==> src/rtl/inv_factorial.sv <==
// Inverse factorial: finds n with n! == value (n <= NMAX), else flags error; optional INV_FACT_FLOOR_EN adds `exact` and floor decoding.
// Latency: done in the cycle after accept+(n+2) for a match, accept+1 for value 0; go is ignored outside IDLE (no queuing).
module inv_factorial #(
  parameter int NMAX = 12
) (
  input  logic        clk,
  input  logic        rst,
  input  logic        go,
  input  logic [31:0] value,
  output logic [3:0]  n,
  output logic        done,
  output logic        error,
  output logic [1:0]  CS
`ifdef INV_FACT_FLOOR_EN
  ,
  output logic        exact
`endif
);

  typedef enum logic [1:0] {
    IDLE = 2'd0,
    LOAD = 2'd1,
    CALC = 2'd2,
    DONE = 2'd3
  } state_t;

  localparam logic [3:0] NMAX_I = 4'(NMAX);

  state_t      cs, ns;
  logic [31:0] acc;
  logic [31:0] value_r;
  logic [3:0]  i;
  logic        hit, over, last;

  assign hit  = (acc == value_r);
  assign over = (acc > value_r);
  assign last = (i == NMAX_I);

  always_ff @(posedge clk or negedge rst) begin
    if (!rst) cs <= IDLE;
    else      cs <= ns;
  end

  always_comb begin
    ns = cs;
    case (cs)
      IDLE: if (go) ns = LOAD;
      LOAD: ns = (value_r == 32'd0) ? DONE : CALC;
      CALC: if (hit || over || last) ns = DONE;
      DONE: ns = IDLE;
      default: ns = IDLE;
    endcase
  end

  always_comb begin
    done = (cs == DONE);
    CS   = cs;
  end

  // acc holds i! while in CALC; no multiply is issued once i reaches NMAX.
  always_ff @(posedge clk or negedge rst) begin
    if (!rst) begin
      acc     <= 32'd1;
      i       <= 4'd0;
      value_r <= 32'd0;
      n       <= 4'd0;
      error   <= 1'b0;
`ifdef INV_FACT_FLOOR_EN
      exact   <= 1'b0;
`endif
    end else begin
      case (cs)
        IDLE: begin
          if (go) begin
            value_r <= value;
            n       <= 4'd0;
            error   <= 1'b0;
`ifdef INV_FACT_FLOOR_EN
            exact   <= 1'b0;
`endif
          end
        end
        LOAD: begin
          if (value_r == 32'd0) begin
            error <= 1'b1;
          end else begin
            acc <= 32'd1;
            i   <= 4'd0;
          end
        end
        CALC: begin
          if (hit) begin
            n <= i;
`ifdef INV_FACT_FLOOR_EN
            exact <= 1'b1;
`endif
          end else if (over || last) begin
`ifdef INV_FACT_FLOOR_EN
            // over can never fire at i==0 since acc starts at 1 and value_r >= 1
            n <= over ? (i - 4'd1) : NMAX_I;
`else
            error <= 1'b1;
`endif
          end else begin
            acc <= acc * {28'd0, i + 4'd1};
            i   <= i + 4'd1;
          end
        end
        default: ;
      endcase
    end
  end

endmodule

==> config.mk <==
export PLATFORM = sky130hd
export DESIGN_NAME = inv_factorial
export DESIGN_NICKNAME = d
export VERILOG_FILES = /design/src/rtl/inv_factorial.sv
export SDC_FILE = /design/constraint.sdc
export NUM_CORES = 1
export LEC_CHECK = 0
export BUFFER_PORTS_ARGS = -buffer_cell sky130_fd_sc_hd__buf_2
export CAP_MARGIN = 40
export CELL_PAD_IN_SITES_DETAIL_PLACEMENT = 0
export CELL_PAD_IN_SITES_GLOBAL_PLACEMENT = 1
export CORE_MARGIN = 2
export CORE_UTILIZATION = 49
export DETAILED_ROUTE_END_ITERATION = 16
export PLACE_DENSITY_LB_ADDON = 0.1
export SYNTH_ARGS = -nofsm -noshare
export SYNTH_HDL_FRONTEND = slang
export SYNTH_SLANG_ARGS = --single-unit
==> constraint.sdc <==
create_clock -name clk -period 6 [get_ports clk]
set_input_delay 1.8 -clock clk [delete_from_list [all_inputs] [get_ports clk]]
set_output_delay 1.8 -clock clk [all_outputs]
set_load 0.03 [all_outputs]
==> results.cfg, run 1 <==
[outcome]
outcome = finished, final reports clean

[critical_path]
critical_path_required_ps = 6230
endpoint_kind = flop
crit_type = reg2reg
cp-start-kind = flop
path_max_fanout = 16
r2r_start = i[0]
crit_arrival_ps = 5300
startpoint = i[0]

[clocking]
cts-root-buf = clkbuf_16
clk_pin_slew_ps = 60
clock-sinks = 75
cts_buffers = 9
cts_tree = done
htree_levels = 3
cts_setup_buffers = 0
cts_buffer_depth = 2
postCtsResizedCells = 0
cts_hold_buf = 0
clk_latency_ps = 350

[pwr]
leakage_nw = 4.346
ir_worst_vdd_uv = 224.1
p_per_area_nw_per_um2 = 280.5
finalPower_mw = 2.391

[drt]
final_antenna_net_count = 0
drt_wl_total_um = 18750
first_pass_iters = 5
vias = 6053
viasPerCell = 5.352
drt-initial-drc-count = 269
drc = 0
wl_per_cell_um = 16.58

[synthesis]
synth-xor-area-share = 0.03604
syn_area_um2 = 7776
yosysMostFrequentCell = inv_1
synth_seq_area_share = 0.2415
synth_compound_area_frac = 0.1376
yosys.area_share.simple = 0.1858
synthFlopType = dfrtp_1
synthAdderAreaFrac = 0.2610
yosysTopAreaCellShare = 0.2381
synth.ff_latch_count = 75
yosysWarnings = 0
yosys.cell_types.count = 61
async_reset_ff_frac = 1.000
synthMuxAreaShare = 0.04634
syn_inst = 875
synth_top_family_by_area = adder cells
syn-num-nets = 1038
yosysTopAreaCell = dfrtp_1
ys_top_cells_by_count = inv_1, nand2_1, dfrtp_1, ha_1
synth_enable_flop_cells = 0
synth_area_per_cell_um2 = 8.887
ys_top_cells_by_area = dfrtp_1, fa_1, ha_1

[floorplanning]
chipHeight_um = 130.0
core_area_um2 = 15710
die_x_um = 130.0
ios = 43
die_area_um2 = 16890
start_util = 0.4949
row_count = 46

[global_route]
grt_pass1_wl_um = 31490
grt-ovfl-total = 0
track_usage = 0.2396
grt_pass1_vias = 6216
antenna_found_initial = 0
grt_max_degree = 58

[timing]
worstMarginPinSlew_ps = 760.8
layout_worst_path_cycle_share = 0.8450
slew-limit-headroom = 0.4924
max_clock_freq_mhz = 197.2
tns_ps = 0
fin_crit_ps = 5070
finalSetupViolations = 0
slew_violations = 0
hold-worst-slack_ps = 516.5
skew_ps = 9.239
grt_setup_unrepaired = no
hold_viol_final = 0

[final_layout]
fillCellCount = 1452
drive_gt1_frac = 0.1366
areaGrowthSynthToFinish_pct = 9.606
diodes = 0
nNetsFinal = 1073
finalInstanceArea_um2 = 8523

[placement]
io_buffers = 42
post-dp-hpwl_um = 14780
place.gp.congestion = 0.8797
placed_area_um2 = 8247

[min_path]
hp-class = reg2reg
hp-start = error

[job]
cap_violations = 0
==> logic make-up (layout without fill, tap and decap cells) <==
logic type | count (synthesis) | in the layout
AO/OA/AOI/OAI | 151 | 151
adder cells (fa/ha/maj) | 128 | 128
flip-flops | 75 | 75
AND/OR/NAND/NOR | 273 | 273
buffers and inverters | 184 | 224
multiplexers | 32 | 32
XOR/XNOR | 32 | 32
==> worst paths after layout <==
check	endpoint	slack (ps)	cells past startpoint
min in group asynchronous	value_r[2]	1380	1
max in group asynchronous	acc[0]	3980	2
worst max register to register	acc[30]	930	18
worst min-delay path	error	520	2
worst min register to register	error	520	2
worst max-delay path	acc[30]	930	18
==> power breakdown <==
group / switching, mW / internal, mW
logic: 0.657 / 0.394
registers: 0.150 / 0.657
clock network: 0.249 / 0.283
==> area by class of cell <==
type / instances / area, µm² / share of cell area
clock buffer: 9 / 225.2 / 0.02642
multi-input combinational: 616 / 5192 / 0.6092
timing repair buffer: 50 / 312.8 / 0.03670
clock inverter: 7 / 51.30 / 0.006019
inverter: 158 / 593.1 / 0.06958
tap: 216 / 270.3 / 0.03171
sequential: 75 / 1878 / 0.2203
==> cell usage in the layout (no fill, tap or decap), types with 3 or more instances in the layout <==
cell type	Yosys	routed
a211oi_1	3	3
a21o_1	19	19
a21oi_1	40	40
a221oi_2	3	3
a31oi_1	3	3
and2_1	57	57
and3_1	4	4
buf_2	3	41
buf_4	3	7
clkbuf_16	0	9
dfrtp_1	74	74
fa_1	57	57
ha_1	71	71
inv_1	157	157
mux2_2	32	32
nand2_1	93	93
nand2b_1	10	10
nand3_1	20	20
nand4_1	9	9
nor2_1	17	17
nor2b_1	36	36
nor3_1	4	4
nor4_1	9	9
o2111ai_1	3	3
o21a_1	5	5
o21ai_0	25	25
o21ai_1	3	3
o21bai_1	5	5
o31ai_1	23	23
or2_2	4	4
xnor2_1	20	20
xor2_1	12	11
==> state kept, by name, indices dropped and copies added (netlist names) <==
| signal | count |
|---|---|
| CS | 2 |
| acc | 32 |
| error | 1 |
| i | 4 |
| n | 4 |
| value_r | 32 |
==> worst max-delay path, stage by stage (launching register included) <==
cell,delay (ps)
dfrtp_1,550
nand3_1,170
xor2_2,630
buf_4,360
nor2b_1,100
fa_1,540
inv_1,60
fa_1,530
inv_1,40
ha_1,360
a211oi_1,310
nand2b_1,110
nand2b_1,180
a41oi_1,330
a311oi_4,110
o2111ai_1,240
nand2_1,100
xnor2_1,140
o21ai_1,80
==> metrics by stage <==
stage | worst slack (ps) | cells | utilization
2_1_floorplan | 1086 | 875 | -
3_3_place_gp | 1028 | 1113 | 0.5213
3_5_place_dp | 968.9 | 1115 | 0.5248
4_1_cts | 953.6 | 1131 | 0.5424
5_1_grt | 598.8 | 1131 | 0.5424
6_report | 929.9 | 1131 | 0.5424
==> metal layers <==
metal	wire (µm)	global-route usage	vias to the layer above
met1	9074	0.3348	2981
met2	8755	0.3964	119
li1	-	-	2926
met4	320	0.06515	0
met5	0	0	-
met3	601	0.02911	27
No activity file was read; power rests on OpenSTA's default activity.
==> run 2: changes to the inputs <==
==> constraint.sdc (replaced) <==
create_clock -name clk -period 4.9 [get_ports clk]
set_input_delay 1.47 -clock clk [delete_from_list [all_inputs] [get_ports clk]]
set_output_delay 1.47 -clock clk [all_outputs]
set_load 0.03 [all_outputs]
==> results.cfg, run 2 (same netlist as run 1, synthesis figures left out) <==
[outcome]
outcome = finished, final reports clean

[drt]
vias = 6004
final_antenna_net_count = 0
drt_wl_total_um = 18630
viasPerCell = 5.276
drc = 0
drt-initial-drc-count = 303
wl_per_cell_um = 16.37
first_pass_iters = 4

[final_layout]
diodes = 0
areaGrowthSynthToFinish_pct = 10.94
drive_gt1_frac = 0.1432
nNetsFinal = 1080
fillCellCount = 1495
finalInstanceArea_um2 = 8627
mostFrequentLayoutCell = inv_1
reg_top3 = acc: 32 flops, value_r: 32 flops
layout_common_cells = inv_1, nand2_1, dfrtp_1, ha_1
finalNonFillerCells = 1138

[clocking]
clock-sinks = 75
clk_pin_slew_ps = 60
cts_tree = done
cts_buffer_depth = 2
cts-root-buf = clkbuf_16
clk_latency_ps = 340
htree_levels = 3
cts_buffers = 9

[timing]
slew_violations = 0
grt_setup_unrepaired = no
tns_ps = 0
fin_crit_ps = 4607
setup_slack_ps = 292.8
layout_worst_path_cycle_share = 0.9402
max_clock_freq_mhz = 217.1
worstMarginPinSlew_ps = 784.9
hold_viol_final = 0
slew-limit-headroom = 0.4736
skew_ps = 8.930
finalSetupViolations = 0

[critical_path]
critical_path_buf_inv_count = 3
critPathTopFamily = adder cells
cp-start-kind = flop
critical_path_required_ps = 5120
crit_type = reg2reg
crit_chain = ha_1 -> xor2_1 -> buf_4 -> and2_1 -> fa_1 -> inv_1 -> fa_1 -> inv_1 -> ha_1 -> a21o_1 -> a221oi_4 -> nor3_4 -> o211ai_4 -> a311oi_4 -> o2111ai_1 -> nand2_1 -> xnor2_1 -> o21ai_1
r2r_start = i[0]
reg2reg_slack_ps = 290
endpoint_kind = flop
path_max_fanout = 18
crit_arrival_ps = 4830
rr_endpoint = acc[30]
cpPeakStageDelay_ps = 530
cpMaxStageDelayCell = fa_1
ff2ff_path_depth = 18

[placement]
dpl_worst_slack_ps = 216.9
place_inst = 1121
placed_area_um2 = 8323
place.gp.congestion = 0.8941
io_buffers = 42
post-dp-hpwl_um = 14850

[floorplanning]
chipHeight_um = 130.0
core_area_um2 = 15710
start_util = 0.4949
die_area_um2 = 16890
row_count = 46
ios = 43
die_x_um = 130.0

[global_route]
grt_pass1_vias = 6269
track_usage = 0.2378
grt_max_degree = 58
grt_pass1_wl_um = 31150
grt-ovfl-total = 0
antenna_found_initial = 0

[pwr]
ir_worst_vdd_uv = 398.1
finalPower_mw = 2.934
p_per_area_nw_per_um2 = 340.1
leakage_nw = 4.373

[min_path]
whs_path_depth = 2
hp-class = reg2reg
holdPathEnd = error
hp-start = error

[job]
cap_violations = 0
run 2: timing repair:
action / CTS / global route
endpoints found under the setup margin: 0 / 9
buffers inserted: 0 / 1
resized for setup: 0 / 5
hold buffers: 0 / 0
run 2: layout make-up:
cell class | count | area [µm²] | share of cell area
multi-input cells | 616 | 5228 | 0.6059
flip-flops and latches | 75 | 1879 | 0.2178
inverters | 158 | 593.1 | 0.06875
repair buffers | 57 | 385.4 | 0.04467
well taps | 216 | 270.3 | 0.03133
clock buffers | 11 | 232.7 | 0.02698
clock inverters | 5 | 38.79 | 0.004496
run 2: power breakdown:
part           total [mW]  internal [mW]  leakage [nW]  switching, mW
clock network       0.632          0.345         0.118          0.287
registers           0.989          0.806         0.965          0.183
logic                1.31          0.503          3.29          0.810
total                2.93           1.65          4.37           1.28
run 2: worst max path at each step:
stage	start	to	slack (ps)	cells past startpoint
2_1_floorplan	i[0]	acc[28]	20	19
3_3_place_gp	i[0]	acc[29]	340	18
3_5_place_dp	i[0]	acc[29]	220	18
4_1_cts	i[0]	acc[29]	170	18
5_1_grt	i[0]	acc[29]	3	18
6_report	i[0]	acc[30]	290	18
run 2: stage by stage:
stage,util,hold WS [ps]
finish,0.5491,519.4
detailed placement,0.5297,492.5
global route,0.5491,545.6
floorplan,-,468.5
global placement,0.5252,506.1
CTS,0.5470,514.4
run 2: worst min-delay path, delay by kind of cell (launching register included):
family,cells,cell delay [ps]
AO/OA/AOI/OAI,2,140
flip-flops,1,340
run 2: per-layer routing:
metal	track usage	vias to the layer above	routed length [µm]
li1	-	2947	-
met3	0.04018	16	731
met1	0.3289	2941	8964
met5	0	-	0
met4	0.05440	0	187
met2	0.3936	100	8748
==> run 3: changes to the inputs <==
==> constraint.sdc (replaced) <==
create_clock -name clk -period 4.3 [get_ports clk]
set_input_delay 1.29 -clock clk [delete_from_list [all_inputs] [get_ports clk]]
set_output_delay 1.29 -clock clk [all_outputs]
set_load 0.03 [all_outputs]
==> results.cfg, run 3 (same netlist as run 1, synthesis figures left out) <==
[clocking]
clock-sinks = 75
cts-root-buf = clkbuf_16
cts_buffers = 9
clk_latency_ps = 340
cts_tree = done
cts_buffer_depth = 2
clk_pin_slew_ps = 60
htree_levels = 3

[drt]
vias = 6226
drt-initial-drc-count = 304
final_antenna_net_count = 0
first_pass_iters = 5
drt_wl_total_um = 19290
wl_per_cell_um = 16.34
viasPerCell = 5.272
drc = 0

[timing]
slew_violations = 0
hold_viol_final = 0
max_clock_freq_mhz = 230.7
tns_ps = -34.21
grt_setup_unrepaired = yes
skew_ps = 4.283
worstMarginPinSlew_ps = 752.7
slew-limit-headroom = 0.4952
layout_worst_path_cycle_share = 1.008
finalSetupViolations = 1
fin_crit_ps = 4334
setup_slack_ps = -34.21

[final_layout]
reg_top3 = acc: 32 flops, value_r: 32 flops
layout_common_cells = inv_1, nand2_1, dfrtp_1, ha_1, and2_1
nNetsFinal = 1123
drive_gt1_frac = 0.2259
mostFrequentLayoutCell = inv_1
areaGrowthSynthToFinish_pct = 18.83
diodes = 0

[placement]
io_buffers = 42
post-dp-hpwl_um = 14790
place.gp.congestion = 0.9101

[critical_path]
crit_type = reg2reg
cp-start-kind = flop
cpMaxStageDelayCell = fa_1
cpPeakStageDelay_ps = 530
crit_arrival_ps = 4570
critical_path_required_ps = 4540
crit_chain = buf_6 -> inv_4 -> ha_4 -> buf_4 -> and2_1 -> fa_1 -> inv_1 -> fa_1 -> inv_1 -> ha_4 -> nand2_1 -> o21ai_2 -> nand4b_1 -> a31oi_1 -> buf_4 -> o31ai_4 -> a21boi_2 -> o21a_1 -> xor2_1 -> o31ai_1
path_max_fanout = 6
endpoint_kind = flop

[floorplanning]
core_area_um2 = 15710
die_x_um = 130.0
row_count = 46
die_area_um2 = 16890
chipHeight_um = 130.0
ios = 43
start_util = 0.4949

[global_route]
antenna_found_initial = 0
grt-ovfl-total = 0
grt_max_degree = 58
grt_pass1_wl_um = 32200
grt_pass1_vias = 6455
track_usage = 0.2439

[outcome]
outcome = complete, but fails checks
violations = setup timing

[pwr]
ir_worst_vdd_uv = 456.4
p_per_area_nw_per_um2 = 388.8
finalPower_mw = 3.593
leakage_nw = 4.622

[min_path]
hp-class = reg2reg

[job]
cap_violations = 0
## run 3: layout make-up
cell class	count	area [µm²]
clock buffer	10	229.0
clock inverter	6	90.09
fill	1427	6472
inverter	158	595.6
multi-input combinational	616	5459
sequential	75	1881
tap	216	270.3
timing repair buffer	100	715.7
## run 3: final timing paths
path | from | slack, ps | endpoint | depth (start not counted)
worst max-delay path | i[0] | -30 | acc[27] | 20
max in group asynchronous | rst | 2830 | acc[0] | 2
worst max register to register | i[0] | -30 | acc[27] | 20
min in group asynchronous | rst | 840 | value_r[7] | 1
worst min-delay path | error | 520 | error | 2
worst min register to register | error | 520 | error | 2
## run 3: routing by layer
metal / routed length (µm) / vias up / global-route usage
met5: 0 / - / 0
met4: 303 / 0 / 0.07211
met3: 756 / 23 / 0.03198
met2: 9178 / 112 / 0.4013
met1: 9054 / 3065 / 0.3385
li1: - / 3026 / -
## run 3: power by group
group          total [mW]  internal, mW  switching (mW)
combinational        1.64         0.665           0.971
clock               0.835         0.510           0.325
sequential           1.12         0.919           0.202
total                3.59          2.09            1.50
## run 3: stage by stage
| step | instances | hold WS (ps) | area, µm² | util | setup WS (ps) |
|---|---|---|---|---|---|
| floorplan | 875 | 468.5 | 7896 | - | 8.505 |
| global placement | 1157 | 497.0 | 8630 | 0.5492 | -83.23 |
| detailed placement | 1158 | 494.7 | 8657 | 0.5510 | -163.0 |
| CTS | 1179 | 515.4 | 9107 | 0.5796 | 3.922 |
| global route | 1181 | 551.1 | 9240 | 0.5881 | -212.0 |
| finish | 1181 | 519.5 | 9240 | 0.5881 | -34.21 |
## run 3: worst max-delay path: cells and delay by family (launching register included)
family                   cells  cell delay [ps]
AND/OR/NAND/NOR              3              370
adder cells (fa/ha/maj)      4             1520
flip-flops                   1              440
buffers and inverters        6              630
AO/OA/AOI/OAI                6             1130
XOR/XNOR                     1              140
## run 3: what timing repair did
item,4_1_cts,5_1_grt
endpoints found under the setup margin,12,16
buffers inserted,5,2
hold buffers,0,0
pin swaps,14,20
resized for setup,24,29
